--- config.mk ---
export PLATFORM = sky130hd
export DESIGN_NAME = keypad_scan
export DESIGN_NICKNAME = d
export VERILOG_FILES = /design/src/rtl/keypad_pkg.sv /design/src/rtl/keypad_sync.sv /design/src/rtl/keypad_scan.sv
export SDC_FILE = /design/constraint.sdc
export NUM_CORES = 1
export LEC_CHECK = 0
export BUFFER_PORTS_ARGS = -buffer_cell sky130_fd_sc_hd__buf_4
export CAP_MARGIN = 5
export CORE_MARGIN = 3
export CORE_UTILIZATION = 40
export CTS_BUF_LIST = sky130_fd_sc_hd__clkbuf_2 sky130_fd_sc_hd__clkbuf_4 sky130_fd_sc_hd__clkbuf_8
export CTS_CLUSTER_SIZE = 8
export DETAILED_ROUTE_END_ITERATION = 7
export PLACE_DENSITY_LB_ADDON = 0.12
export SLEW_MARGIN = 0
export SYNTH_ARGS = -nofsm -noshare
export SYNTH_HDL_FRONTEND = slang
export SYNTH_SLANG_ARGS = --single-unit
--- constraint.sdc ---
create_clock -name clk -period 7 [get_ports clk]
set_input_delay 0.7 -clock clk [delete_from_list [all_inputs] [get_ports clk]]
set_output_delay 0.7 -clock clk [all_outputs]
set_load 0.1 [all_outputs]
--- src/rtl/keypad_pkg.sv ---
// Shared types and constants for the 4x4 keypad scanner.
//   state_e   : debounce FSM state encoding
//   frame_e   : per-frame scan result kind
//   frame_t   : frame result payload (kind + key code)
//   KEY_NONE  : key code presented when nothing has been confirmed
//   COL_RESET : column drive pattern out of reset (column 0 active)
package keypad_pkg;

    typedef enum logic [1:0] {
        ST_IDLE        = 2'd0,
        ST_DEB_PRESS   = 2'd1,
        ST_PRESSED     = 2'd2,
        ST_DEB_RELEASE = 2'd3
    } state_e;

    typedef enum logic [1:0] {
        FR_NONE  = 2'd0,
        FR_ONE   = 2'd1,
        FR_MULTI = 2'd2
    } frame_e;

    typedef struct packed {
        frame_e     kind;
        logic [3:0] code;
    } frame_t;

    localparam logic [3:0] KEY_NONE  = 4'h0;
    localparam logic [3:0] COL_RESET = 4'b1110;

    // Number of active-low rows in one column sample
    function automatic logic [2:0] count_low(input logic [3:0] r);
        logic [2:0] n;
        n = 3'd0;
        for (int i = 0; i < 4; i++) begin
            n = n + 3'(~r[i]);
        end
        return n;
    endfunction

endpackage

--- src/rtl/keypad_sync.sv ---
// Two-flop synchroniser for asynchronous inputs; resets to all-ones (idle rows).
//   clk, rstN : clock, async active-low reset
//   d_i       : asynchronous input
//   q_o       : synchronised output
module keypad_sync #(
    parameter int unsigned WIDTH = 4
) (
    input  logic             clk,
    input  logic             rstN,
    input  logic [WIDTH-1:0] d_i,
    output logic [WIDTH-1:0] q_o
);

    logic [WIDTH-1:0] meta_q;
    logic [WIDTH-1:0] sync_q;

    always_ff @(posedge clk or negedge rstN) begin
        if (!rstN) begin
            meta_q <= '1;
            sync_q <= '1;
        end else begin
            meta_q <= d_i;
            sync_q <= meta_q;
        end
    end

    assign q_o = sync_q;

endmodule

--- src/rtl/keypad_scan.sv ---
// 4x4 matrix keypad scanner with frame-level debounce and valid/ack key handoff.
//   clk, rstN : board clock, async active-low reset
//   row       : active-low keypad rows (asynchronous)
//   col       : active-low column drive, one bit low at a time
//   keyCode   : confirmed key code (row*4 + column)
//   keyValid  : keyCode holds an unacknowledged key
//   keyAck    : single-cycle consumer acknowledge
//   keyDown   : confirmed key is currently held
//   overrun   : sticky, a key was confirmed while keyValid was still set
module keypad_scan
    import keypad_pkg::*;
#(
    parameter int unsigned SCAN_DIV   = 12000,
    parameter int unsigned DEB_FRAMES = 4
) (
    input  logic       clk,
    input  logic       rstN,
    input  logic [3:0] row,
    output logic [3:0] col,
    output logic [3:0] keyCode,
    output logic       keyValid,
    input  logic       keyAck,
    output logic       keyDown,
    output logic       overrun
);

    localparam int unsigned   DW         = $clog2(SCAN_DIV);
    localparam int unsigned   MW         = $clog2(DEB_FRAMES + 1);
    localparam logic [DW-1:0] DWELL_LAST = DW'(SCAN_DIV - 1);
    localparam logic [MW-1:0] MATCH_TGT  = MW'(DEB_FRAMES);

    logic [3:0]    row_s;
    logic [DW-1:0] dwell_q, dwell_d;
    logic [3:0]    col_q, col_d;
    logic [1:0]    col_idx_q, col_idx_d;
    logic [1:0]    hits_q, hits_d;
    logic [3:0]    fcode_q, fcode_d;
    state_e        state_q, state_d;
    logic [MW-1:0] match_q, match_d, match_inc;
    logic [3:0]    cand_q, cand_d;
    logic [3:0]    key_code_q;
    logic          key_valid_q, key_down_q, overrun_q;

    logic          last_dwell_c, frame_end_c, confirm_c, one_cand_c;
    frame_t        frame_c;
    logic [2:0]    lows_c, hit_sum_c;
    logic [1:0]    cur_hits_c, cur_row_c;

    keypad_sync #(.WIDTH(4)) u_row_sync (
        .clk  (clk),
        .rstN (rstN),
        .d_i  (row),
        .q_o  (row_s)
    );

    // Column dwell timing and rotation
    always_comb begin
        last_dwell_c = (dwell_q == DWELL_LAST);
        frame_end_c  = last_dwell_c && (col_idx_q == 2'd3);
        dwell_d      = last_dwell_c ? '0 : dwell_q + DW'(1);
        col_d        = last_dwell_c ? {col_q[2:0], col_q[3]} : col_q;
        col_idx_d    = last_dwell_c ? col_idx_q + 2'd1 : col_idx_q;
    end

    // Accumulate key hits across the four columns; hit count saturates at 2
    always_comb begin
        cur_row_c = 2'd0;
        for (int r = 3; r >= 0; r--) begin
            if (!row_s[r]) cur_row_c = 2'(r);
        end
        lows_c     = count_low(row_s);
        cur_hits_c = (lows_c >= 3'd2) ? 2'd2 : lows_c[1:0];
        hit_sum_c  = {1'b0, hits_q} + {1'b0, cur_hits_c};

        frame_c.code = (hits_q != 2'd0) ? fcode_q : {cur_row_c, col_idx_q};
        if (hit_sum_c == 3'd0)      frame_c.kind = FR_NONE;
        else if (hit_sum_c == 3'd1) frame_c.kind = FR_ONE;
        else                        frame_c.kind = FR_MULTI;

        hits_d  = hits_q;
        fcode_d = fcode_q;
        if (frame_end_c) begin
            hits_d  = 2'd0;
            fcode_d = KEY_NONE;
        end else if (last_dwell_c) begin
            hits_d  = (hit_sum_c >= 3'd2) ? 2'd2 : hit_sum_c[1:0];
            fcode_d = frame_c.code;
        end
    end

    // Debounce FSM, advanced once per frame
    always_comb begin
        state_d    = state_q;
        match_d    = match_q;
        cand_d     = cand_q;
        confirm_c  = 1'b0;
        match_inc  = (match_q == MATCH_TGT) ? match_q : match_q + MW'(1);
        one_cand_c = (frame_c.kind == FR_ONE) && (frame_c.code == cand_q);

        if (frame_end_c) begin
            unique case (state_q)
                ST_IDLE: begin
                    if (frame_c.kind == FR_ONE) begin
                        cand_d = frame_c.code;
                        if (DEB_FRAMES == 1) begin
                            confirm_c = 1'b1;
                            state_d   = ST_PRESSED;
                            match_d   = '0;
                        end else begin
                            state_d = ST_DEB_PRESS;
                            match_d = MW'(1);
                        end
                    end
                end
                ST_DEB_PRESS: begin
                    if (one_cand_c) begin
                        match_d = match_inc;
                        if (match_inc == MATCH_TGT) begin
                            confirm_c = 1'b1;
                            state_d   = ST_PRESSED;
                            match_d   = '0;
                        end
                    end else begin
                        state_d = ST_IDLE;
                        match_d = '0;
                    end
                end
                ST_PRESSED: begin
                    // A different single key while held is ignored
                    if (frame_c.kind != FR_ONE) begin
                        if (DEB_FRAMES == 1) begin
                            state_d = ST_IDLE;
                            match_d = '0;
                        end else begin
                            state_d = ST_DEB_RELEASE;
                            match_d = MW'(1);
                        end
                    end
                end
                ST_DEB_RELEASE: begin
                    if (frame_c.kind != FR_ONE) begin
                        match_d = match_inc;
                        if (match_inc == MATCH_TGT) begin
                            state_d = ST_IDLE;
                            match_d = '0;
                        end
                    end else if (one_cand_c) begin
                        state_d = ST_PRESSED;
                        match_d = '0;
                    end
                end
                default: begin
                    state_d = ST_IDLE;
                    match_d = '0;
                end
            endcase
        end
    end

    always_ff @(posedge clk or negedge rstN) begin
        if (!rstN) begin
            state_q <= ST_IDLE;
            match_q <= '0;
            cand_q  <= KEY_NONE;
        end else begin
            state_q <= state_d;
            match_q <= match_d;
            cand_q  <= cand_d;
        end
    end

    always_ff @(posedge clk or negedge rstN) begin
        if (!rstN) begin
            dwell_q   <= '0;
            col_q     <= COL_RESET;
            col_idx_q <= 2'd0;
            hits_q    <= 2'd0;
            fcode_q   <= KEY_NONE;
        end else begin
            dwell_q   <= dwell_d;
            col_q     <= col_d;
            col_idx_q <= col_idx_d;
            hits_q    <= hits_d;
            fcode_q   <= fcode_d;
        end
    end

    // Key handoff: a confirm accompanied by an ack replaces the key and clears overrun
    always_ff @(posedge clk or negedge rstN) begin
        if (!rstN) begin
            key_code_q  <= KEY_NONE;
            key_valid_q <= 1'b0;
            key_down_q  <= 1'b0;
            overrun_q   <= 1'b0;
        end else begin
            key_down_q <= (state_d == ST_PRESSED) || (state_d == ST_DEB_RELEASE);
            if (confirm_c) begin
                if (!key_valid_q || keyAck) begin
                    key_code_q  <= cand_q;
                    key_valid_q <= 1'b1;
                    overrun_q   <= 1'b0;
                end else begin
                    overrun_q <= 1'b1;
                end
            end else if (keyAck && key_valid_q) begin
                key_valid_q <= 1'b0;
                overrun_q   <= 1'b0;
            end
        end
    end

    assign col      = col_q;
    assign keyCode  = key_code_q;
    assign keyValid = key_valid_q;
    assign keyDown  = key_down_q;
    assign overrun  = overrun_q;

endmodule

==> key figures <==
STA
  • Min Tclk post-route: 3.733 ns
  • Final Skew: 0.009629 ns
  • Setup TNS: 0 ns
  • Final setup viols: 0
  • Slew @ Worst Pin: 1.019 ns
  • Slew HR: 0.3155
  • Hold Vio Cnt, Final: 0
  • Unrepaired setup endpoints after global routing: false
  • Max Freq: 267.9 MHz
  • Fin crit share: 0.5332
  • Max-slew violations: 0

Routing
  • Initial DRT Pass Iterations: 4
  • Residual DRC count: 0
  • Post-DR wirelength/cell: 13.60 microns
  • Iter 0 DRT Violations: 74
  • Vias/cell: 5.303
  • Routed Antenna Nets: 0
  • Via Count: 1803
  • WL final: 4.623 mm

Global route
  • GRT Resource Usage Total: 0.1376
  • First-pass GRT wire length: 8.162 mm
  • GR peak layer: met2
  • Met3 Usage GRT: 0.02978
  • M1 GR Usage: 0.1913
  • Initial antenna violation count: 0
  • Pin count of the biggest net entering global routing: 51
  • GR Layer Usage met2: 0.2154
  • Number of global-route vias before repair: 1724
  • Grt ovf: 0

Power
  • Internal: 387.3 uW
  • Share of power burned in registers: 0.594
  • Pleak: 0.001316 uW
  • Gate power share: 0.059
  • PwrDens: 175.6 nW/um^2
  • Clock network fraction of total power: 0.348
  • Final Power: 497.1 uW
  • Switching part of the total: 0.2209
  • P_sw: 109.8 uW
  • Maximum vdd drop: 99.17 uV

Flow run
  • Max-cap violations: 0

Critical path
  • Setup CP Type: reg2reg
  • CP Cell Sequence: fa_1 -> inv_1 -> ha_1 -> inv_1 -> ha_1 -> and2_1 -> ha_1 -> fa_1 -> nor2_1 -> o211ai_1 -> nor2_1 -> nand4_4 -> mux2_1
  • Worst Path Arrival: 3.92 ns
  • Worst path buffer plus inverter count: 2
  • Most frequent CP cell: ha_1
  • Required @ worst endpoint: 7.19 ns
  • Crit-path max FO: 8
  • Crit end category: flop
  • Worst Setup Start Kind: flop
  • Slowest CP cell: dfstp_2
  • Max incr delay on CP: 0.57 ns
  • CP delay by family, top: adder cells

Logic synthesis
  • Distinct cell type count after synthesis: 52
  • Mux contribution to synthesized area: 0.02959
  • Average size of a mapped cell: 10.40 sq um
  • Synth Area in Adders: 0.05030
  • FF+latch count, synth: 50
  • Syn nets: 260
  • Post-synthesis xor/xnor area fraction: 0.06213
  • Register area share after synthesis: 0.4985
  • Largest family of logic cells by synthesized area: simple AND/OR/NAND/NOR gates
  • Synth Cell Area: 2537 sq um
  • YS warnings: 0
  • Compound-gate portion of the synthesized area: 0.1317
  • Post-Synthesis Cells: 244
  • Post-synth EDFFs: 0
  • Primary FF master, synth: dfrtp_1
  • Async set or reset register ratio after synthesis: 1.000
  • Post-synthesis simple-gate area fraction: 0.2027

Floorplanning
  • DIE AREA: 7335 sq um
  • Core area: 6026 sq um
  • Placement Rows: 28
  • Die Wd: 85.65 microns
  • Die Y: 85.65 microns
  • I/O pin cnt: 18
  • Initial Util: 0.4211

Final layout
  • Post-route insts no fill: 340
  • Syn-to-layout area delta: 11.59%
  • Fill count: 618
  • Nets@finish: 280
  • Design area: 2831 sq um
  • Layout cells sized above 1: 0.1585
  • Antenna cells: 0

CTS
  • Clock buffer depth: 2
  • CTS Buf Count: 5
  • Clk_lat worst skew: 0.30 ns
  • Reg clk slew, reported paths: 0.09 ns
  • Hold_buf cts: 0
  • Post-CTS resize count: 0
  • Postcts setup bufs: 0
  • CTS tree: done
  • Clock Sinks: 50
  • H-tree depth: 2
  • CTS root buf: clkbuf_8

Placed design
  • HPWL after detailed placement: 3.371 mm
  • I/O Buffers: 17
  • Post-Place Cells: 332
  • RePlAce Congestion: 0.7814
  • Placed instance area: 2736 sq um

Status
  • Outcome: complete, no violations

Hold path
  • Tightest Hold Check Type: reg2reg
## metrics by stage
step | worst slack [ns] | util | hold WS, ns
final | 3.267 | 0.4699 | 0.3582
after global routing | 3.010 | 0.4699 | 0.3637
after CTS | 3.263 | 0.4699 | 0.3597
after detailed placement | 3.249 | 0.4541 | 0.3469
after global placement | 3.321 | 0.4541 | 0.3458
after floorplan | 3.554 | - | 0.3452
## placed cells by master (no fill, tap or decap), types with 2 or more instances in the layout
cell / Yosys / layout
buf_4: 0 / 17
nand2_1: 35 / 35
nand2b_1: 4 / 4
nor3_1: 3 / 3
and3_1: 2 / 2
dfrtp_1: 39 / 39
ha_1: 7 / 7
xor2_1: 10 / 10
o21ai_1: 3 / 3
o221ai_1: 2 / 2
nand3_1: 12 / 12
a21oi_1: 8 / 8
nand3b_1: 2 / 2
nor4_1: 2 / 2
fa_1: 2 / 2
o31ai_1: 3 / 3
mux2i_1: 3 / 3
dfstp_2: 11 / 11
nor2_1: 19 / 19
nand4_1: 2 / 2
and2_1: 4 / 4
o211ai_1: 4 / 4
xnor2_1: 8 / 8
a31oi_1: 2 / 2
a21o_1: 3 / 3
or3b_1: 2 / 2
mux2_1: 4 / 4
inv_1: 11 / 11
a22oi_1: 4 / 4
o21ai_0: 8 / 8
clkbuf_8: 0 / 6
## routing by layer
metal	wire, microns	vias up
met5	0	-
met4	45	0
met3	141	4
met2	2150	27
met1	2286	876
li1	-	896
## power groups by stage
stage | combinational (uW) | sequential [uW] | clock [uW]
finish | 29.1 | 295 | 173
detailed placement | 30.0 | 301 | 0
global placement | 29.5 | 301 | 0
global route | 33.0 | 296 | 195
floorplan | 13.8 | 304 | 0
CTS | 30.0 | 295 | 182
## cell usage after synthesis, drive strengths merged, types with 2 or more instances
master  number  area (sq um)
ha           7         87.58
a21o         3         22.52
o21ai       11         55.05
clkbuf       3         11.26
nor3         3         15.01
nand3b       2         15.01
nor2        19         71.32
dfstp       11         289.0
o31ai        3         22.52
a31oi        2         12.51
xor2        10         87.58
nor4         3         33.78
and3         2         12.51
a21oi        8         40.04
mux2         4         45.04
a221oi       2         35.04
or3          2         17.52
dfrtp       39         975.9
a211oi       2         20.02
a22oi        4         30.03
and2         5         33.78
nand2b       4         25.02
nand4        3         33.78
nand3       12         60.06
xnor2        8         70.07
or3b         2         17.52
inv         11         41.29
o221ai       2         17.52
nand2       35         131.4
fa           2         40.04
o211ai       4         30.03
mux2i        3         30.03
## layout make-up
type | count | area, sq um | area share
clock inverter | 1 | 5.005 | 0.001768
sequential | 50 | 1265 | 0.4468
inverter | 11 | 41.29 | 0.01458
clock buffer | 7 | 90.09 | 0.03182
multi-input combinational | 179 | 1209 | 0.4269
timing repair buffer | 17 | 127.6 | 0.04507
tap | 75 | 93.84 | 0.03314
## path summary, 6_finish.rpt
path / startpoint / to / slack, ns / depth (start not counted)
setup / recovery: u_row_sync.q_o[1] / keyCode[2] / 3.27 / 13
hold / removal: u_row_sync.meta_q[1] / u_row_sync.q_o[1] / 0.36 / 0
setup reg to reg: u_row_sync.q_o[1] / keyCode[2] / 3.27 / 13
hold reg to reg: u_row_sync.meta_q[1] / u_row_sync.q_o[1] / 0.36 / 0
max in group asynchronous: rstN / dwell_q[10] / 6.16 / 1
min in group asynchronous: rstN / keyCode[0] / 0.41 / 1
## state kept, by name (all words and copies together) (netlist names)
| register | count |
|---|---|
| match_q | 3 |
| hits_q | 2 |
| col | 4 |
| u_row_sync.meta_q | 4 |
| fcode_q | 4 |
| col_idx_q | 2 |
| keyDown | 1 |
| overrun | 1 |
| u_row_sync.q_o | 4 |
| keyValid | 1 |
| dwell_q | 14 |
| cand_q | 4 |
| state_q | 2 |
| keyCode | 4 |
## cell families after synthesis
family                   count (synthesis)
multiplexers                             7
adder cells (fa/ha/maj)                  9
AO/OA/AOI/OAI                           47
flip-flops                              50
XOR/XNOR                                18
AND/OR/NAND/NOR                         98
buffers and inverters                   15
Power figures use the tool's default switching activity.
